==> src/rtl/vga_timing_pkg.sv <==
// Default 640x480@60 timing constants and derived values shared by the VGA controller.
package vga_timing_pkg;

    localparam int unsigned CNT_W = 10;
    localparam int unsigned RGB_W = 8;

    localparam int unsigned H_SYNC_DEF  = 96;
    localparam int unsigned H_BACK_DEF  = 48;
    localparam int unsigned H_VALID_DEF = 640;
    localparam int unsigned H_FRONT_DEF = 16;
    localparam int unsigned V_SYNC_DEF  = 2;
    localparam int unsigned V_BACK_DEF  = 33;
    localparam int unsigned V_VALID_DEF = 480;
    localparam int unsigned V_FRONT_DEF = 10;

    localparam logic SYNC_POL_DEF = 1'b0;

    localparam int unsigned H_TOTAL     = H_SYNC_DEF + H_BACK_DEF + H_VALID_DEF + H_FRONT_DEF;
    localparam int unsigned V_TOTAL     = V_SYNC_DEF + V_BACK_DEF + V_VALID_DEF + V_FRONT_DEF;
    localparam int unsigned H_ACT_START = H_SYNC_DEF + H_BACK_DEF;
    localparam int unsigned H_ACT_END   = H_ACT_START + H_VALID_DEF;
    localparam int unsigned V_ACT_START = V_SYNC_DEF + V_BACK_DEF;
    localparam int unsigned V_ACT_END   = V_ACT_START + V_VALID_DEF;

    // Coordinate value presented outside the active picture
    localparam logic [CNT_W-1:0] COORD_NONE = '1;

endpackage

==> src/rtl/vga_axis_counter.sv <==
// One timing axis: wrapping position counter with sync/active region decode.
module vga_axis_counter
    import vga_timing_pkg::*;
#(
    parameter int unsigned TOTAL     = H_TOTAL,
    parameter int unsigned SYNC      = H_SYNC_DEF,
    parameter int unsigned ACT_START = H_ACT_START,
    parameter int unsigned ACT_LEN   = H_VALID_DEF
) (
    input  logic             clk,
    input  logic             rst_n,
    input  logic             inc,
    output logic [CNT_W-1:0] cnt,
    output logic             wrap,
    output logic             in_sync,
    output logic             in_act,
    output logic [CNT_W-1:0] coord
);

    // Position counter, advances on inc and wraps at the end of the axis
    always_ff @(posedge clk or negedge rst_n) begin
        if (!rst_n) begin
            cnt <= '0;
        end else if (inc) begin
            cnt <= wrap ? '0 : cnt + CNT_W'(1);
        end
    end

    // Region decode from the current position
    always_comb begin
        wrap    = inc && (cnt == CNT_W'(TOTAL - 1));
        in_sync = (cnt < CNT_W'(SYNC));
        in_act  = (cnt >= CNT_W'(ACT_START)) && (cnt < CNT_W'(ACT_START + ACT_LEN));
        coord   = in_act ? (cnt - CNT_W'(ACT_START)) : COORD_NONE;
    end

endmodule

==> src/rtl/vga_ctrl.sv <==
// VGA timing generator and registered pin stage for the ADV7123 DAC.
module vga_ctrl
    import vga_timing_pkg::*;
#(
    parameter int unsigned H_SYNC   = H_SYNC_DEF,
    parameter int unsigned H_BACK   = H_BACK_DEF,
    parameter int unsigned H_VALID  = H_VALID_DEF,
    parameter int unsigned H_FRONT  = H_FRONT_DEF,
    parameter int unsigned V_SYNC   = V_SYNC_DEF,
    parameter int unsigned V_BACK   = V_BACK_DEF,
    parameter int unsigned V_VALID  = V_VALID_DEF,
    parameter int unsigned V_FRONT  = V_FRONT_DEF,
    parameter logic        SYNC_POL = SYNC_POL_DEF
) (
    input  logic             vga_clk,
    input  logic             sys_rst_n,
    output logic [CNT_W-1:0] pix_x,
    output logic [CNT_W-1:0] pix_y,
    input  logic [RGB_W-1:0] i_r,
    input  logic [RGB_W-1:0] i_g,
    input  logic [RGB_W-1:0] i_b,
    output logic             vga_hs,
    output logic             vga_vs,
    output logic             vga_blank_n,
    output logic             vga_sync_n,
    output logic [RGB_W-1:0] vga_r,
    output logic [RGB_W-1:0] vga_g,
    output logic [RGB_W-1:0] vga_b,
    output logic             frame_start
);

    logic [CNT_W-1:0] h_cnt, v_cnt, h_coord, v_coord;
    logic             h_wrap, h_sync, h_act;
    logic             v_sync, v_act;
    logic             unused_v_wrap;
    logic             active;

    vga_axis_counter #(
        .TOTAL    (H_SYNC + H_BACK + H_VALID + H_FRONT),
        .SYNC     (H_SYNC),
        .ACT_START(H_SYNC + H_BACK),
        .ACT_LEN  (H_VALID)
    ) u_h_axis (
        .clk    (vga_clk),
        .rst_n  (sys_rst_n),
        .inc    (1'b1),
        .cnt    (h_cnt),
        .wrap   (h_wrap),
        .in_sync(h_sync),
        .in_act (h_act),
        .coord  (h_coord)
    );

    vga_axis_counter #(
        .TOTAL    (V_SYNC + V_BACK + V_VALID + V_FRONT),
        .SYNC     (V_SYNC),
        .ACT_START(V_SYNC + V_BACK),
        .ACT_LEN  (V_VALID)
    ) u_v_axis (
        .clk    (vga_clk),
        .rst_n  (sys_rst_n),
        .inc    (h_wrap),
        .cnt    (v_cnt),
        .wrap   (unused_v_wrap),
        .in_sync(v_sync),
        .in_act (v_act),
        .coord  (v_coord)
    );

    // Coordinates to the picture source, parked at all-ones outside the picture
    always_comb begin
        active = h_act && v_act;
        pix_x  = active ? h_coord : COORD_NONE;
        pix_y  = active ? v_coord : COORD_NONE;
    end

    // No sync-on-green
    assign vga_sync_n = 1'b0;

    // Single pin register stage, keeps sync, blank and colour aligned
    always_ff @(posedge vga_clk or negedge sys_rst_n) begin
        if (!sys_rst_n) begin
            vga_hs      <= ~SYNC_POL;
            vga_vs      <= ~SYNC_POL;
            vga_blank_n <= 1'b0;
            vga_r       <= '0;
            vga_g       <= '0;
            vga_b       <= '0;
            frame_start <= 1'b0;
        end else begin
            vga_hs      <= h_sync ? SYNC_POL : ~SYNC_POL;
            vga_vs      <= v_sync ? SYNC_POL : ~SYNC_POL;
            vga_blank_n <= active;
            vga_r       <= active ? i_r : '0;
            vga_g       <= active ? i_g : '0;
            vga_b       <= active ? i_b : '0;
            frame_start <= (h_cnt == '0) && (v_cnt == '0);
        end
    end

endmodule

==> config.mk <==
export PLATFORM = sky130hd
export DESIGN_NAME = vga_ctrl
export DESIGN_NICKNAME = d
export VERILOG_FILES = /design/src/rtl/vga_timing_pkg.sv /design/src/rtl/vga_axis_counter.sv /design/src/rtl/vga_ctrl.sv
export SDC_FILE = /design/constraint.sdc
export NUM_CORES = 1
export LEC_CHECK = 0
export CAP_MARGIN = 20
export CORE_MARGIN = 1
export CORE_UTILIZATION = 25
export DETAILED_ROUTE_END_ITERATION = 12
export SLEW_MARGIN = 10
export SYNTH_ARGS = -nofsm -noshare
export SYNTH_HDL_FRONTEND = slang
export SYNTH_HIERARCHICAL = 1
export SYNTH_SLANG_ARGS = --single-unit
==> constraint.sdc <==
create_clock -name vga_clk -period 2.48 [get_ports vga_clk]
set_clock_uncertainty 0.2 [all_clocks]
set_input_delay 0.496 -clock vga_clk [delete_from_list [all_inputs] [get_ports vga_clk]]
set_output_delay 0.496 -clock vga_clk [all_outputs]
set_load 0.03 [all_outputs]
-- Word-level counts from Yosys, hierarchy flattened
Index checks and enable logic that the tools add are counted.
- output and inout port bits: 49
- input bits: 26
- bits in latches: 0
- memory bits (read-only): 0
- bits in registers: 48
- RAM bits: 0
- memories: 0
- $mul: 0
- shifts and indexed selects: 0
- reductions and logical operators: 7
- $lt $le $gt $ge: 6
- bitwise operators: 0
- equal/unequal tests: 2
- divide/modulo/power cells: 0
- muxes and demuxes: 11
- $add $sub $neg: 4
- operator list (kind ; number):
    $mux W10 ; 6
    $mux W8 ; 3
    $add A10 B1 Y10 const B ; 2
    $eq A10 B10 Y1 const B ; 2
    $logic_not A10 Y1 ; 2
    $lt A10 B10 Y1 const B ; 2
    $ge A10 B6 Y1 const B ; 1
    $ge A10 B8 Y1 const B ; 1
    $lt A10 B2 Y1 const B ; 1
    $lt A10 B7 Y1 const B ; 1
    $sub A10 B6 Y10 const B ; 1
    $sub A10 B8 Y10 const B ; 1
    $logic_and A1 B1 Y1 ; 5
    $mux W1 ; 2

-- Depth between registers and ports, before layout
Gate-level depths: netlist of run 1.
- depth after elaboration: 4
- depth in mapped cells: 9
- depth with buffers taken out: 8

-- Cells and area by module
The synthesis of run 1 kept the hierarchy.
- by module, submodules not included (module ; area an instance (µm²) ; seq. area each (µm²) ; cells each ; times used):
    vga_ctrl ; 1097.3 ; 703.2 ; 93 ; 1
    vga_axis_counter (u_h_axis) ; 852.1 ; 250.2 ; 94 ; 1
    vga_axis_counter (u_v_axis) ; 782.0 ; 250.2 ; 90 ; 1

-- Worst setup path before layout of run 1
Ideal clock, no wire load.
- path type: reg-to-output
- start: register u_h_axis.cnt[4]
- end: output port pix_y[0]
- path slack: -160 ps
- cell stages (with the launch flop): 10
- buffers on the path: 2
- data arrival time: 1944 ps
- path through: dfrtp_1 -> inv_1 -> ha_1 -> nand2b_4 -> a211o_1 -> buf_2 -> o21a_1 -> nand2_2 -> buf_6 -> or2_1
- longest elaborated chain between the ends: 4
- ends and longest elaborated chain (element ; RTL line ; RTL):
    from (decl) ; vga_axis_counter.sv:13 ; output logic [CNT_W-1:0] cnt,
    from (signal assigned) ; vga_axis_counter.sv:25 ; cnt <= wrap ? '0 : cnt + CNT_W'(1);
    $ge A10 B8 Y1 or $lt A10 B10 Y1 (tied branches) ; vga_axis_counter.sv:33 ; in_act = (cnt >= CNT_W'(ACT_START)) && (cnt < CNT_W'(ACT_START + ACT_LEN));
    $logic_and A1 B1 Y1 (*) ; vga_axis_counter.sv:33 ;
    via h_act ; vga_ctrl.sv:33 ; logic h_wrap, h_sync, h_act;
    $logic_and A1 B1 Y1 (*) ; vga_ctrl.sv:72 ; active = h_act && v_act;
    $mux W10 (*) ; vga_ctrl.sv:74 ; pix_y = active ? v_coord : COORD_NONE;
    to (decl) ; vga_ctrl.sv:18 ; output logic [CNT_W-1:0] pix_y,
The timed path passes the listed nets; every way through them passes the cells marked *.

-- Worst setup path in the final report of run 1
- start: register u_h_axis.cnt[5]
- end: output port pix_y[0]
The elaborated chain is that of the path after synthesis.

==> results of run 1 <==
==> final cells by class <==
class,count,area (µm²)
Sequential cell,48,1210
Clock inverter,2,12.5
Inverter,16,62.6
Tap cell,136,170
Clock buffer,6,72.6
Timing Repair Buffer,138,1280
Multi-Input combinational cell,192,1460
Fill cell,1069,6190
==> flip-flops by register name, summed over array words and instances, names as in the netlist <==
| signal | flops |
|---|---|
| u_h_axis/cnt | 10 |
| u_v_axis/cnt | 10 |
| vga_b | 8 |
| vga_g | 8 |
| vga_r | 8 |
| frame_start | 1 |
| vga_blank_n | 1 |
| vga_hs | 1 |
| vga_vs | 1 |
==> routing by layer <==
metal	global-route usage (%)	share of wire, %	vias up
met5	0	0	-
met4	4.01	1.5	0
met3	2.39	3.6	8
met2	23.9	52	47
met1	16.7	43	1192
li1	-	-	1200
==> metrics by stage <==
stage	util [%]	cells	worst slack [ns]
after floorplan	-	277	0.00814
after global placement	37.9	518	-0.459
after detailed placement	37.9	518	-0.479
after CTS	40.0	533	-0.295
after global routing	40.8	538	-0.383
final	40.8	538	-0.281
==> cells by family (layout without fill, tap and decap cells) <==
| logic type | count (synthesis) | count (layout) |
|---|---|---|
| buffers and inverters | 37 | 162 |
| AOI/OAI and AO/OA | 43 | 43 |
| other | 2 | 2 |
| and+or+nand+nor | 122 | 122 |
| muxes | 1 | 1 |
| adders and majority gates | 8 | 8 |
| xor gates and xnor gates | 16 | 16 |
| DFF | 48 | 48 |
==> worst max path at each step <==
stage | start | cells after the start | to
after global placement | u_h_axis/cnt[5] | 9 | pix_x[0]
final | u_h_axis/cnt[5] | 9 | pix_y[0]
after detailed placement | u_h_axis/cnt[5] | 9 | pix_x[0]
after floorplan | u_h_axis/cnt[5] | 9 | pix_x[0]
after global routing | u_h_axis/cnt[1] | 9 | pix_y[8]
after CTS | u_h_axis/cnt[4] | 8 | pix_x[8]
==> timing repair <==
item	in CTS	in global routing
buffers inserted	8	4
pin swaps	14	5
setup endpoints to repair	20	20
resized for setup	138	13
gates cloned	0	1
==> worst register-to-register path: cells and delay by family (launching register included) <==
kind                       cells  cell delay, ns
adders and majority gates      1            0.12
and+or+nand+nor                5            0.79
DFF                            1            0.40
xor gates and xnor gates       1            0.13
buffers and inverters          4            0.52
==> cell usage in the layout (no fill, tap or decap), types with 5 or more instances in the layout <==
cell / n
sky130_fd_sc_hd__buf_6: 28
sky130_fd_sc_hd__clkbuf_8: 5
sky130_fd_sc_hd__nand2_1: 22
sky130_fd_sc_hd__nand3_1: 6
sky130_fd_sc_hd__xnor2_1: 10
sky130_fd_sc_hd__nor4_1: 7
sky130_fd_sc_hd__inv_1: 14
sky130_fd_sc_hd__dfrtp_1: 42
sky130_fd_sc_hd__nor2_1: 9
sky130_fd_sc_hd__and3_1: 22
sky130_fd_sc_hd__xor2_1: 5
sky130_fd_sc_hd__o21ai_0: 7
sky130_fd_sc_hd__buf_4: 56
sky130_fd_sc_hd__o211ai_1: 9
sky130_fd_sc_hd__or2_4: 20
sky130_fd_sc_hd__clkdlybuf4s50_1: 52
==> power by group through the flow <==
stage | Sequential [mW] | Combinational (mW) | Clock [mW]
6_report | 0.888 | 1.25 | 0.457
5_1_grt | 0.893 | 1.36 | 0.508
4_1_cts | 0.887 | 1.16 | 0.479
3_5_place_dp | 0.901 | 1.14 | 0
3_3_place_gp | 0.898 | 1.13 | 0
2_1_floorplan | 0.985 | 0.590 | 0
==> results_dict.tcl, run 1 <==
set metrics [dict create \
    tightest_slew_ns 0.634 \
    synth_compound_area_share_pct 12.0 \
    required_time_at_the_worst_slack_endpoint_ns 1.78 \
    sum_of_internal_switching_and_leakage_power_mw 2.60 \
    maxClockFrequency_ghz 0.362 \
    cp.arrival_ns 2.07 \
    worst-path-max-fanout 11 \
    route.detailed.drc 0 \
    grt_pass1_wl_um 12300 \
    path_clk_slew_ns 0.09 \
    synth-simple-area-share_pct 27.6 \
    crit_buf_inv 3 \
    violations "setup timing" \
    tritoncts.num_buffers 5 \
    die_area_um2 11300 \
    synth_enable_flop_cells 0 \
    cts_max_level 2 \
    power_density_nw_per_um2 608 \
    detailed_place_hpwl_um 5390 \
    net_switching_power_of_the_design_mw 0.897 \
    ys.warnings.count 6 \
    internal-power_mw 1.70 \
    fin_crit_ns 2.76 \
    grt_setup_unrepaired "yes" \
    final_net_count 434 \
    async_reset_ff_share_pct 100 \
    cts.path.max_buffers 2 \
    synth_most_common_cell "sky130_fd_sc_hd__dfrtp_1" \
    final_hold_viol_count 0 \
    whs_ns 0.00919 \
    detailedRoute.firstIterationViolations 45 \
    detailedRoute.firstPassIterationCount 4 \
    final_layout_size_suffix_gt1_share_pct 37.8 \
    clock_latency_ns 0.30 \
    global_route_congestion_overflow_total 0 \
    first_global_vias 2526 \
    proportion_of_netlist_area_held_by_the_largest_area_contributor_pct 42.1 \
    synth_area_leaders "sky130_fd_sc_hd__dfrtp_1 42%, sky130_fd_sc_hd__and3_1 5.0%, sky130_fd_sc_hd__or2_1 4.6%" \
    cts_tree "yes" \
    post_synthesis_share_of_cell_area_spent_on_xor_and_xnor_gates_pct 5.13 \
    wire_per_inst_um 13.5 \
    slew_viol_final 0 \
    die_height_um 107 \
    syn-cell-area_um2 2730 \
    die_width_um 107 \
    ys_seq_area_share_pct 44.1 \
    power.combinational.fraction_pct 48.2 \
    antenna_violating_nets_post_route 0 \
    synth_cell_type_count 59 \
    leakage_nw 1.89 \
    setup_violation_total_in_the_final_timing_report 20 \
    syn-mean-instance-area_um2 9.86 \
    synth_seq_cells 48 \
    sw_frac_of_total_pct 34.5 \
    worst_flop_to_flop_path_startpoint "u_h_axis/cnt[4]" \
    crit_type "reg2out" \
    worstHoldPathType "in2async" \
    final.period_utilization_pct 111 \
    n_antenna_cell 0 \
    wl_um 7280 \
    placement.io_buffers 73 \
    slew-limit-headroom_pct 57.8 \
    crit-reg2reg-capture "u_v_axis/cnt[4]" \
    synth_top_cells_by_count "46 x sky130_fd_sc_hd__dfrtp_1, 22 x sky130_fd_sc_hd__and3_1, 22 x sky130_fd_sc_hd__nand2_1, 20 x sky130_fd_sc_hd__or2_1, 16 x sky130_fd_sc_hd__inv_1" \
    outcome "finished, violations left" \
    area_delta_synth_final_pct 56.4 \
    synth_fa_ha_area_share_pct 3.57 \
    maxCapViolCount 0 \
    clock_tree.root_cell "sky130_fd_sc_hd__clkbuf_8" \
    place_congestion 0.829 \
    core-area_um2 10500 \
    post_dp_cell_area_um2 3970 \
    seq_power_share_pct 34.2 \
    reg_to_reg_setup_timing_slack_ns 0.20 \
    rows 37 \
    synth_nets 310 \
    timing.critical_path.to_type "primary output" \
    antenna_found_initial 0 \
    postLayoutCellArea_um2 4270 \
    critPathMaxStageDelay_ns 0.43 \
    via_per_inst 4.55 \
    critical_path.cell_chain "inv_4 -> ha_4 -> nand2b_4 -> a211o_1 -> o21a_1 -> nand2_4 -> buf_12 -> or2_4 -> buf_6" \
    max-vdd-ir-drop_mv 0.460 \
    ys_dominant_reg_cell "sky130_fd_sc_hd__dfrtp_1" \
    clock_sinks 48 \
    initial_utilization_pct 26.1 \
    largest_family_of_logic_cells_by_synthesized_area "simple AND/OR/NAND/NOR gates" \
    synth_mux_area_share_pct 0.412 \
    fin_setup_tns_ns -5.21 \
    r2r.worst_path.cells 11 \
    critical_path.startpoint_type "register" \
    cells_after_synthesis 277 \
    critical-path-top-delay-family "compound AO/OA/AOI/OAI gates" \
    track_usage_pct 13.5 \
    layout_setup_ws_ns -0.281 \
    p_clk_share_pct 17.6 \
    synth_largest_area_cell "sky130_fd_sc_hd__dfrtp_1" \
    grt_start_max_net_pins 27 \
    ioPinCount 75 \
    worst_path_max_delay_cell "sky130_fd_sc_hd__dfrtp_2" \
    cts_hold_buffers 0 \
    vias 2447 \
]
No activity file was read; power rests on OpenSTA's default activity.
==> inputs of run 2 (changes only) <==
--- a/config.mk
+++ b/config.mk
@@ -9,6 +9,7 @@
 export CORE_MARGIN = 1
 export CORE_UTILIZATION = 25
 export DETAILED_ROUTE_END_ITERATION = 12
+export SETUP_SLACK_MARGIN = 0.02
 export SLEW_MARGIN = 10
 export SYNTH_ARGS = -nofsm -noshare
 export SYNTH_HDL_FRONTEND = slang
==> results_dict.tcl, run 2 (synthesis gave the netlist of run 1 again) <==
set metrics [dict create \
    final_layout_size_suffix_gt1_share_pct 34.1 \
    worst_flop_to_flop_path_startpoint "u_h_axis/cnt[5]" \
    clock_latency_ns 0.29 \
    detailedRoute.firstIterationViolations 85 \
    place_congestion 0.902 \
    power.combinational.fraction_pct 43.2 \
    placement.io_buffers 73 \
    fin_setup_tns_ns -4.69 \
    layout_setup_ws_ns -0.297 \
    hp-start "u_v_axis/cnt[8]" \
    leakage_nw 1.81 \
    area_delta_synth_final_pct 52.0 \
    core-area_um2 10500 \
    wl_um 7110 \
    cts_tree "yes" \
    path_clk_slew_ns 0.09 \
    worstHoldPathType "reg2reg" \
    largest_registers "u_h_axis/cnt (10), u_v_axis/cnt (10)" \
    power_density_nw_per_um2 655 \
    post_dp_cell_area_um2 3870 \
    maxClockFrequency_ghz 0.360 \
    rows 37 \
    detailed_place_hpwl_um 5300 \
    r2r.worst_path.cells 11 \
    worst-path-max-fanout 3 \
    final_net_count 417 \
    seq_power_share_pct 32.9 \
    antenna_found_initial 0 \
    vias 2330 \
    detailedRoute.firstPassIterationCount 4 \
    ioPinCount 75 \
    sw_frac_of_total_pct 32.1 \
    global_route_congestion_overflow_total 0 \
    die_area_um2 11300 \
    highest_count_cells_in_the_layout_ignoring_fill_and_taps "52 x sky130_fd_sc_hd__clkdlybuf4s50_1, 45 x sky130_fd_sc_hd__buf_4, 44 x sky130_fd_sc_hd__dfrtp_1" \
    tritoncts.num_buffers 5 \
    antenna_violating_nets_post_route 0 \
    die_height_um 107 \
    final_common_cell "sky130_fd_sc_hd__clkdlybuf4s50_1" \
    track_usage_pct 13.4 \
    grt_pass1_wl_um 12000 \
    violations "setup timing" \
    cp.arrival_ns 2.08 \
    cts_max_level 2 \
    fin_crit_ns 2.78 \
    instances_no_fill 520 \
    tightest_slew_ns 0.477 \
    p_clk_share_pct 23.9 \
    crit_type "reg2out" \
    final_hold_viol_count 0 \
    via_per_inst 4.48 \
    setup_violation_total_in_the_final_timing_report 20 \
    grt_start_max_net_pins 25 \
    n_antenna_cell 0 \
    slew_viol_final 0 \
    die_width_um 107 \
    critical_path.startpoint_type "register" \
    hold_path_depth 1 \
    net_switching_power_of_the_design_mw 0.874 \
    dpl.cell_count 507 \
    required_time_at_the_worst_slack_endpoint_ns 1.78 \
    postLayoutCellArea_um2 4150 \
    maxCapViolCount 0 \
    slew-limit-headroom_pct 67.3 \
    final.period_utilization_pct 112 \
    crit-reg2reg-capture "u_v_axis/cnt[4]" \
    post-route-util_pct 39.7 \
    internal-power_mw 1.85 \
    route.detailed.drc 0 \
    cts.path.max_buffers 2 \
    timing.critical_path.to_type "primary output" \
    first_global_vias 2325 \
    clock_tree.root_cell "sky130_fd_sc_hd__clkbuf_8" \
    grt_setup_unrepaired "yes" \
    outcome "finished, violations left" \
    wire_per_inst_um 13.7 \
    initial_utilization_pct 26.1 \
    clock_sinks 48 \
    min_to "u_v_axis/cnt[8]" \
    max-vdd-ir-drop_mv 0.592 \
    reg_to_reg_setup_timing_slack_ns 0.16 \
]
## run 2: cell types whose count changed in the layout (fill, tap and decap cells not counted), sizes merged
cell         delta
clkinvlp        -1
buf            -18
clkbuf          -1
bufinv          +2
clkinv          -1
dlygate4sd3     +1
## run 2: final cells by class
type | count | area (µm²)
Multi-Input combinational cell | 192 | 1440
Inverter | 16 | 62.6
Timing Repair Buffer | 121 | 1150
Fill cell | 1017 | 6310
Clock buffer | 5 | 68.8
Sequential cell | 48 | 1210
Clock inverter | 2 | 60.1
Tap cell | 136 | 170
## run 2: worst max-delay path by stage
stage,start,endpoint,slack (ns),cells past startpoint
detailed placement,u_v_axis/cnt[4],pix_x[0],-0.05,7
floorplan,u_h_axis/cnt[5],pix_x[0],0.04,9
global placement,u_h_axis/cnt[4],pix_x[8],0.04,9
CTS,u_h_axis/cnt[4],pix_y[7],-0.30,9
global route,u_h_axis/cnt[5],pix_y[6],-0.37,9
finish,u_v_axis/cnt[3],pix_y[7],-0.30,7
## run 2: worst max-delay path, cell delays in order, from the launching register on
cell and delay (ns):
sky130_fd_sc_hd__dfrtp_1 0.43, sky130_fd_sc_hd__buf_4 0.15, sky130_fd_sc_hd__a2111o_1 0.42, sky130_fd_sc_hd__a21oi_2 0.19, sky130_fd_sc_hd__xnor2_1 0.13, sky130_fd_sc_hd__nand2_1 0.07
sky130_fd_sc_hd__or2_4 0.27, sky130_fd_sc_hd__buf_12 0.14
## run 2: routing by layer
layer | vias up | GRT usage [%] | routed length (µm)
met5 | - | 0 | 0
met4 | 0 | 3.33 | 57
met3 | 4 | 2.58 | 335
met2 | 67 | 23.0 | 3600
met1 | 1096 | 17.3 | 3120
li1 | 1163 | - | -
## run 2: what timing repair did
item / 4_1_cts / 5_1_grt
endpoints found under the setup margin: 20 / 20
gates cloned: 1 / 0
hold endpoints to repair: 8 / 0
resized for setup: 26 / 1
hold buffers: 1 / 0
buffers inserted: 3 / 2
pin swaps: 4 / 5
## run 2: power groups by stage
stage          combinational, mW  clock, mW  sequential [mW]
2_1_floorplan              0.590          0            0.985
3_3_place_gp                1.07          0            0.900
3_5_place_dp                1.08          0            0.904
4_1_cts                     1.16      0.673            0.895
5_1_grt                     1.27      0.703            0.904
6_report                    1.18      0.649            0.895
## run 2: through the flow
stage                     worst slack [ns]  total power [mW]  hold WS, ns
after floorplan                     0.0377              1.58     0.000409
after global placement              0.0398              1.97        0.174
after detailed placement           -0.0503              1.98        0.173
after CTS                           -0.301              2.73        0.347
after global routing                -0.366              2.88        0.363
final                               -0.297              2.72        0.341
==> inputs of run 3 (changes only) <==
--- a/config.mk
+++ b/config.mk
@@ -8,6 +8,7 @@
 export CAP_MARGIN = 20
 export CORE_MARGIN = 1
 export CORE_UTILIZATION = 25
+export CTS_BUF_LIST = sky130_fd_sc_hd__clkbuf_2 sky130_fd_sc_hd__clkbuf_4 sky130_fd_sc_hd__clkbuf_8
 export DETAILED_ROUTE_END_ITERATION = 12
 export SETUP_SLACK_MARGIN = 0.02
 export SLEW_MARGIN = 10
==> constraint.sdc (replaced) <==
create_clock -name vga_clk -period 2.8 [get_ports vga_clk]
set_clock_uncertainty 0.2 [all_clocks]
set_input_delay 0.56 -clock vga_clk [delete_from_list [all_inputs] [get_ports vga_clk]]
set_output_delay 0.56 -clock vga_clk [all_outputs]
set_load 0.03 [all_outputs]
==> results_dict.tcl, run 3 (synthesis gave the netlist of run 1 again) <==
set metrics [dict create \
    outcome "finished, violations left" \
    violations "setup timing" \
    detailedRoute.firstPassIterationCount 4 \
    cts_hold_buffers 0 \
    r2r.worst_path.cells 8 \
    antenna_found_initial 0 \
    max-vdd-ir-drop_mv 0.530 \
    final_common_cell "sky130_fd_sc_hd__clkdlybuf4s50_1" \
    slew_viol_final 0 \
    clock_sinks 48 \
    track_usage_pct 13.7 \
    final_hold_viol_count 0 \
    cp.arrival_ns 2.05 \
    route.detailed.drc 0 \
    wire_per_inst_um 14.9 \
    wl_um 7680 \
    global_route_congestion_overflow_total 0 \
    maxClockFrequency_ghz 0.355 \
    required_time_at_the_worst_slack_endpoint_ns 2.04 \
    die_height_um 107 \
    cts_max_level 2 \
    vias 2381 \
    cts_tree "yes" \
    power_density_nw_per_um2 537 \
    first_global_vias 2374 \
    crit_type "reg2out" \
    path_clk_slew_ns 0.10 \
    worst_flop_to_flop_path_startpoint "u_h_axis/cnt[0]" \
    final_net_count 413 \
    worstHoldPathType "in2async" \
    crit-reg2reg-capture "u_v_axis/cnt[9]" \
    final_layout_size_suffix_gt1_share_pct 29.7 \
    tritoncts.num_buffers 5 \
    fin_setup_tns_ns -0.0149 \
    ioPinCount 75 \
    area_delta_synth_final_pct 50.1 \
    leakage_nw 1.77 \
    setup_violation_total_in_the_final_timing_report 2 \
    via_per_inst 4.61 \
    largest_registers "u_h_axis/cnt (10), u_v_axis/cnt (10)" \
    detailed_place_hpwl_um 5260 \
    die_area_um2 11300 \
    dpl.cell_count 493 \
    fin_crit_ns 2.81 \
    detailedRoute.firstIterationViolations 114 \
    final.period_utilization_pct 101 \
    layout_setup_ws_ns -0.0143 \
    grt_pass1_wl_um 12200 \
    layout.filler_cells 1071 \
    timing.critical_path.to_type "primary output" \
    clock_latency_ns 0.30 \
    grt_start_max_net_pins 29 \
    critical_path.startpoint_type "register" \
    cts.path.max_buffers 2 \
    rows 37 \
    antenna_violating_nets_post_route 0 \
    initial_utilization_pct 26.1 \
    core-area_um2 10500 \
    worst-path-max-fanout 3 \
    placement.io_buffers 73 \
    instances_no_fill 517 \
    clock_tree.root_cell "sky130_fd_sc_hd__clkbuf_8" \
    n_antenna_cell 0 \
    maxCapViolCount 0 \
    grt_setup_unrepaired "yes" \
    reg_to_reg_setup_timing_slack_ns 0.54 \
    place_congestion 0.811 \
    highest_count_cells_in_the_layout_ignoring_fill_and_taps "52 x sky130_fd_sc_hd__clkdlybuf4s50_1, 43 x sky130_fd_sc_hd__dfrtp_1, 36 x sky130_fd_sc_hd__buf_4" \
    die_width_um 107 \
]
-- run 3: routing by layer --
layer	global-route usage, %	wire length, µm
met5	0	0
met4	3.91	106
met3	2.82	381
met2	23.1	3910
met1	17.7	3290
-- run 3: where the power goes --
part           internal [mW]  switching [mW]  total, mW
sequential             0.751          0.0314      0.783
clock                  0.213           0.236      0.448
combinational          0.454           0.518      0.971
-- run 3: worst max-delay path: stages (launching register included) --
cell	delay [ns]
sky130_fd_sc_hd__dfrtp_1	0.42
sky130_fd_sc_hd__buf_6	0.14
sky130_fd_sc_hd__a2111o_1	0.44
sky130_fd_sc_hd__buf_4	0.16
sky130_fd_sc_hd__and2_4	0.15
sky130_fd_sc_hd__o31ai_2	0.18
sky130_fd_sc_hd__or2_4	0.15
sky130_fd_sc_hd__buf_6	0.12
-- run 3: timing repair --
action,CTS,global route
cloned,1,1
setup buffers,6,8
endpoints found under the setup margin,20,20
resized for setup,13,40
pin swaps,7,21
-- run 3: worst max path at each step --
| stage | start | endpoint | slack [ns] | cells after the start |
|---|---|---|---|---|
| after detailed placement | u_h_axis/cnt[0] | pix_y[9] | 0.06 | 8 |
| after floorplan | u_h_axis/cnt[4] | pix_y[0] | 0.1 | 9 |
| final | u_v_axis/cnt[0] | pix_y[9] | -0.01 | 7 |
| after CTS | u_h_axis/cnt[4] | pix_y[4] | -0.05 | 8 |
| after global placement | u_v_axis/cnt[2] | pix_y[9] | 0.16 | 6 |
| after global routing | u_h_axis/cnt[5] | pix_y[1] | -0.12 | 8 |
-- run 3: cell type report --
| type | count | area [µm²] | share of cell area [%] |
|---|---|---|---|
| Sequential cell | 48 | 1210 | 29.4 |
| Tap cell | 136 | 170 | 4.15 |
| Clock buffer | 7 | 90.1 | 2.20 |
| Multi-Input combinational cell | 194 | 1480 | 36.0 |
| Inverter | 16 | 60.1 | 1.46 |
| Clock inverter | 1 | 8.76 | 0.214 |
| Timing Repair Buffer | 115 | 1090 | 26.5 |
-- run 3: metrics by stage --
stage / cell area, µm² / util (%) / total power [mW] / hold slack (ns) / setup WS [ns]
2_1_floorplan: 2730 / - / 1.31 / 0.0644 / 0.0960
3_3_place_gp: 3660 / 35.0 / 1.61 / 0.351 / 0.164
3_5_place_dp: 3660 / 35.0 / 1.62 / 0.353 / 0.0646
4_1_cts: 3850 / 36.8 / 2.09 / 0.0405 / -0.0477
5_1_grt: 4100 / 39.2 / 2.33 / 0.0411 / -0.120
6_report: 4100 / 39.2 / 2.20 / 0.0339 / -0.0143
